`src/rtl/edge_event_recorder_pkg.sv`:
```
// Shared types for the edge event recorder: FSM states and the
// captured {timestamp, data} entry.
package edge_event_pkg;

  localparam int EV_TS_W   = 32;
  localparam int EV_DATA_W = 32;

  typedef enum logic [1:0] {
    WARMUP,
    ARMED,
    PAUSED
  } ev_state_e;

  typedef struct packed {
    logic [EV_TS_W-1:0]   ts;
    logic [EV_DATA_W-1:0] data;
  } ev_entry_t;

endpackage

```
`src/rtl/edge_event_recorder_if.sv`:
```
// Valid/ready event port from the recorder to the downstream
// display/log consumer.
interface edge_event_recorder_if #(
  parameter int DATA_W = 32,
  parameter int TS_W   = 32
);

  logic              ev_valid;
  logic              ev_ready;
  logic [TS_W-1:0]   ev_ts;
  logic [DATA_W-1:0] ev_data;

  modport master (
    output ev_valid,
    output ev_ts,
    output ev_data,
    input  ev_ready
  );

  modport slave (
    input  ev_valid,
    input  ev_ts,
    input  ev_data,
    output ev_ready
  );

endinterface

```
`src/rtl/edge_event_recorder_fifo.sv`:
```
// Synchronous FIFO of ev_entry_t; read data is the current head,
// a push becomes visible one cycle later.
module ev_sync_fifo
  import edge_event_pkg::*;
#(
  parameter  int DEPTH = 8,
  localparam int AW    = $clog2(DEPTH)
) (
  input  logic      clk,
  input  logic      rst,
  input  logic      push,
  input  ev_entry_t din,
  input  logic      pop,
  output ev_entry_t dout,
  output logic      full,
  output logic      empty,
  output logic [AW:0] level
);

  ev_entry_t   mem [DEPTH];
  logic [AW:0] wr_cnt;
  logic [AW:0] rd_cnt;
  logic        do_push;
  logic        do_pop;

  // One extra count bit separates full from empty; the low bits index mem.
  assign level   = wr_cnt - rd_cnt;
  assign full    = level == (AW+1)'(DEPTH);
  assign empty   = level == '0;
  assign do_pop  = pop & ~empty;
  assign do_push = push & (~full | do_pop);
  assign dout    = mem[rd_cnt[AW-1:0]];

  always_ff @(posedge clk) begin
    if (rst) begin
      wr_cnt <= '0;
      rd_cnt <= '0;
    end else begin
      if (do_push) wr_cnt <= wr_cnt + 1'b1;
      if (do_pop)  rd_cnt <= rd_cnt + 1'b1;
    end
  end

  always_ff @(posedge clk) begin
    if (do_push) mem[wr_cnt[AW-1:0]] <= din;
  end

endmodule

```
`src/rtl/edge_event_recorder.sv`:
```
// Records rising edges of watch_data[0] as {ts, data} events into a FIFO.
// Define EVT_DROP_CNT_EN to add the saturating drop_cnt output.
module edge_event_recorder
  import edge_event_pkg::*;
#(
  parameter  int DATA_W = EV_DATA_W,
  parameter  int TS_W   = EV_TS_W,
  parameter  int DEPTH  = 8,
  localparam int LW     = $clog2(DEPTH) + 1
) (
  input  logic              clk,
  input  logic              rst,
  input  logic              en,
  input  logic [DATA_W-1:0] watch_data,
  edge_event_recorder_if.master ev,
  output logic [LW-1:0]     ev_level,
  output logic              overflow
`ifdef EVT_DROP_CNT_EN
  ,
  output logic [15:0]       drop_cnt
`endif
);

  ev_state_e       state;
  ev_state_e       nstate;
  logic            prev_lsb;
  logic [TS_W-1:0] ts;
  logic            evt;
  logic            pop;
  logic            full;
  logic            empty;
  logic            drop;
  ev_entry_t       din;
  ev_entry_t       head;

  always_ff @(posedge clk) begin
    if (rst) begin
      state    <= WARMUP;
      ts       <= '0;
      prev_lsb <= 1'b0;
      overflow <= 1'b0;
    end else begin
      state    <= nstate;
      ts       <= ts + 1'b1;
      prev_lsb <= watch_data[0];
      if (drop) overflow <= 1'b1;
    end
  end

  always_comb begin
    nstate = state;
    evt    = 1'b0;
    unique case (state)
      WARMUP: nstate = en ? ARMED : PAUSED;
      ARMED: begin
        evt = ~prev_lsb & watch_data[0];
        if (!en) nstate = PAUSED;
      end
      PAUSED: if (en) nstate = ARMED;
      default: nstate = WARMUP;
    endcase
  end

  assign din.ts   = ts;
  assign din.data = watch_data;
  assign pop      = ev.ev_valid & ev.ev_ready;
  assign drop     = evt & full & ~pop;

  ev_sync_fifo #(.DEPTH(DEPTH)) u_fifo (
    .clk   (clk),
    .rst   (rst),
    .push  (evt),
    .din   (din),
    .pop   (pop),
    .dout  (head),
    .full  (full),
    .empty (empty),
    .level (ev_level)
  );

  // Head fields read as zero while empty so reset leaves clean outputs.
  assign ev.ev_valid = ~empty;
  assign ev.ev_ts    = empty ? '0 : head.ts;
  assign ev.ev_data  = empty ? '0 : head.data;

`ifdef EVT_DROP_CNT_EN
  always_ff @(posedge clk) begin
    if (rst) begin
      drop_cnt <= '0;
    end else if (drop && drop_cnt != 16'hFFFF) begin
      drop_cnt <= drop_cnt + 1'b1;
    end
  end
`endif

endmodule

```
`src/flat_wrapper.sv`:
```
// flat-port wrapper written by rule: the top's interface ports become plain ports
module edge_event_recorder_flat import edge_event_pkg::*;
#(
  parameter  int DATA_W = EV_DATA_W,
  parameter  int TS_W   = EV_TS_W,
  parameter  int DEPTH  = 8,
  localparam int LW     = $clog2(DEPTH) + 1
)
  (clk, rst, en, watch_data, ev_level, overflow, ev_ev_valid, ev_ev_ts, ev_ev_data, ev_ev_ready);
  edge_event_recorder_if #(.DATA_W(DATA_W), .TS_W(TS_W)) ev_i ();
  input  logic clk;
  input  logic rst;
  input  logic en;
  input  logic [DATA_W-1:0] watch_data;
  output logic [LW-1:0] ev_level;
  output logic overflow;
  output wire logic [$bits(ev_i.ev_valid)-1:0] ev_ev_valid;
  output wire logic [$bits(ev_i.ev_ts)-1:0] ev_ev_ts;
  output wire logic [$bits(ev_i.ev_data)-1:0] ev_ev_data;
  input wire logic [$bits(ev_i.ev_ready)-1:0] ev_ev_ready;
  assign ev_ev_valid = ev_i.ev_valid;
  assign ev_ev_ts = ev_i.ev_ts;
  assign ev_ev_data = ev_i.ev_data;
  assign ev_i.ev_ready = ev_ev_ready;
  edge_event_recorder #(.DATA_W(DATA_W), .TS_W(TS_W), .DEPTH(DEPTH)) u_core (.clk(clk), .rst(rst), .en(en), .watch_data(watch_data), .ev(ev_i), .ev_level(ev_level), .overflow(overflow));
endmodule
```
`config.mk`:
```
export PLATFORM = sky130hd
export DESIGN_NAME = edge_event_recorder_flat
export DESIGN_NICKNAME = d
export VERILOG_FILES = /design/src/rtl/edge_event_recorder_pkg.sv /design/src/rtl/edge_event_recorder_if.sv /design/src/rtl/edge_event_recorder_fifo.sv /design/src/rtl/edge_event_recorder.sv /design/src/flat_wrapper.sv
export SDC_FILE = /design/constraint.sdc
export NUM_CORES = 1
export LEC_CHECK = 0
export ABC_CLOCK_PERIOD_IN_PS = 19650
export BUFFER_PORTS_ARGS = -buffer_cell sky130_fd_sc_hd__buf_2
export CORE_UTILIZATION = 45
export CTS_CLUSTER_DIAMETER = 80
export DETAILED_ROUTE_END_ITERATION = 10
export MAX_ROUTING_LAYER = met4
export PLACE_DENSITY = 0.7
export SLEW_MARGIN = 10
export SYNTH_ARGS = -nofsm -noshare
export SYNTH_HDL_FRONTEND = slang
export SYNTH_SLANG_ARGS = --single-unit
```
`constraint.sdc`:
```
create_clock -name clk -period 19.65 [get_ports clk]
set_input_delay 1.965 -clock clk [delete_from_list [all_inputs] [get_ports clk]]
set_output_delay 1.965 -clock clk [all_outputs]
set_load 0.02 [all_outputs]
```
==> flow_summary.ini <==
[run_status]
status = finished, final reports clean

[sta]
finalSetupTns_ns = 0
fmax_mhz = 159.8
fin_skew_ns = 0.01481
finalHoldViolCount = 0
period_needed_ns = 6.258
rsz0062_at_grt = no
worst_slack_ns = 13.39
slew_headroom = 0.2278
maxSlewViolCount = 0
worst_slew_pin_slew_ns = 1.148
fin_crit_sh = 0.3185
setup_violations = 0

[grt]
grt_max_degree = 70
antenna_found_initial = 1
grt_usage = 0.1785
gr-total-overflow = 0
grt_pass1_wl_mm = 64.09
grt_pass1_vias = 10582

[floorplanning]
num_io_pins = 106
die_width_um = 221.1
rows = 79
die_area_mm2 = 0.04887
core_area_mm2 = 0.04695
start_util = 0.4599
die_h_um = 221.1

[detailed_routing]
wl_per_cell_um = 22.78
ant_nets = 0
wl_mm = 41.78
first_pass_iters = 5
route.detailed.drc = 0
num_vias = 10299
via_per_inst = 5.616
drtIter0Drc = 818

[clock_network]
cts_setup_buffers = 0
cts_tree = built
clock_sinks = 559
cts_resized = 0
clkTransAtPathRegs_ns = 0.06
root_buffer = clkbuf_16
clk_latency_ns = 0.57
cts_inserted_buffers = 51
cts_buffer_depth = 3
cts_hold_buffers = 0
h-tree-depth = 2

[placed_design]
gp_congestion = 0.7267
dpl_worst_slack_ns = 13.71
post-dp-hpwl_mm = 22.56
numPortBuffers = 105

[critical_path]
arrival_ns = 4.29
start_kind = flip-flop
crit_chain = buf_4 -> buf_4 -> mux4_2 -> mux2i_1 -> nor2_1 -> buf_2
cp.required_ns = 17.68
critPathCaptureType = primary output
cpMaxStageDelayCell = buf_4
crit_fanout = 49
slowest_delay_ns = 0.91
worst-path-buf-inv = 3
critical_path_class = flip-flop to primary output
cp_top_family = buffers and inverters
path_common_cell = buf_4

[synth]
yosys.area_share.xor_xnor = 0.01217
synth_area_per_cell_um2 = 20.37
synth_compound_area_frac = 0.006084
synth-edff-count = 512
ys_seq_area_frac = 0.7555
netlist_instances = 1060
synth_cell_types = 43
syn_area_mm2 = 0.02159
synth-seq-cells = 559
synthMuxAreaShare = 0.1652
ys.flop_type = edfxtp_1
syn_nets = 1103
synthAdderAreaFrac = 0.004403
synth_top_family_by_area = multiplexers
synth_simple_gate_area_frac = 0.04467
ys_warn_count = 0
synth-async-reset-ratio = 0

[finish]
drive_gt1_frac = 0.2808
final_core_util = 0.5190
nNetsFinal = 1229
nFillCells = 3617
syn2layout_area_growth_pct = 12.85

[flow_run]
maxCapViolations = 0

[power_and_ir_drop]
ir_drop_uv = 81.62
p_leak_nw = 7.693
power_density_mw_per_mm2 = 121.9

[hold_path]
hp-class = flip-flop to flip-flop
==> cell usage after synthesis (3+ instances only) <==
library cell,n,share of area
edfxtp_1,512,0.71
mux4_2,128,0.13
nor2_1,101,0.018
mux2i_1,65,0.030
dfxtp_1,47,0.044
clkbuf_1,28,0.0049
buf_2,17,0.0039
xnor2_1,17,0.0069
nand2_1,15,0.0026
xor2_1,13,0.0053
nand3_1,11,0.0025
nand4_1,11,0.0032
inv_1,9,0.0016
a21oi_1,7,0.0016
buf_1,6,0.0010
ha_1,6,0.0035
nor2b_1,6,0.0017
nor3_1,6,0.0014
nor4_1,6,0.0017
and4_1,5,0.0020
o21ai_0,5,0.0012
or3_1,5,0.0014
nor4_2,4,0.0023
and2_1,3,0.00087
and3_1,3,0.00087
mux2_2,3,0.0016
==> worst min-delay path, delay by kind of cell (launching register included) <==
kind | cells | cell delay, ns
AOI/OAI and AO/OA | 2 | 0.16
DFF | 1 | 0.33
==> state kept, by name (all words and copies together), names as in the netlist, named ones only <==
name                  count
u_core.state              2
u_core.overflow           1
u_core.prev_lsb           1
u_core.u_fifo.rd_cnt      4
u_core.u_fifo.mem       512
u_core.ts                32
u_core.u_fifo.wr_cnt      4
==> layout by cell type, fill, tap and decap left out, types with 9 or more instances in the layout <==
master     instances
buf_2            105
buf_4             20
clkbuf_1          15
clkbuf_16         53
clkinv_1          13
clkinv_2           9
dfxtp_1           44
edfxtp_1         512
mux2i_1           65
mux4_2           128
nand2_1           15
nand3_1           11
nand4_1           11
nor2_1           101
xnor2_1           17
xor2_1            13
==> stage by stage <==
step           hold WS, ns  power, mW  cell area (um2)  instances
3_5_place_dp        0.5257      2.113            22860       1740
5_1_grt             0.5882      3.088            24360       1832
2_1_floorplan       0.4705      1.879            21590       1060
6_report            0.5380      2.970            24370       1834
3_3_place_gp        0.4818      2.108            22860       1740
4_1_cts             0.5350      3.004            24360       1832
==> power by group <==
group	leakage (nW)	internal, mW	switching [mW]
combinational	1.91	0.300	0.432
sequential	5.06	1.30	0.0420
clock	0.730	0.495	0.402
total	7.69	2.09	0.876
==> logic make-up after synthesis <==
logic type	after synthesis
flip-flops	559
multiplexers	196
AND/OR/NAND/NOR	188
buffers and inverters	61
XOR/XNOR	30
AO/OA/AOI/OAI	19
adder cells (fa/ha/maj)	7
==> metal layers <==
layer  part of all wire  wire (um)  track usage
met5                  0          0            -
met3              0.047       1963      0.02603
met4              0.019        808      0.04489
met2               0.50      20860       0.2908
met1               0.43      18150       0.2380
==> area by class of cell <==
| type | count | area [um2] | area share |
|---|---|---|---|
| inverter | 9 | 35.03 | 0.001438 |
| antenna | 2 | 5.005 | 0.0002054 |
| tap | 607 | 759.5 | 0.03116 |
| clock inverter | 23 | 103.9 | 0.004261 |
| timing repair buffer | 125 | 675.6 | 0.02773 |
| sequential | 559 | 16330 | 0.6700 |
| multi-input combinational | 440 | 5067 | 0.2079 |
| clock buffer | 69 | 1396 | 0.05730 |
==> final timing paths <==
path,startpoint,to,slack [ns],cells past startpoint
worst min-delay path,u_core.u_fifo.rd_cnt[3],u_core.u_fifo.rd_cnt[3],0.54,2
worst min register to register,u_core.u_fifo.rd_cnt[3],u_core.u_fifo.rd_cnt[3],0.54,2
worst max-delay path,flip-flop,ev_ev_ts[2],13.39,6
worst max register to register,u_core.u_fifo.wr_cnt[0],u_core.u_fifo.mem[7][27],15.67,10
No activity file was read; power rests on OpenSTA's default activity.
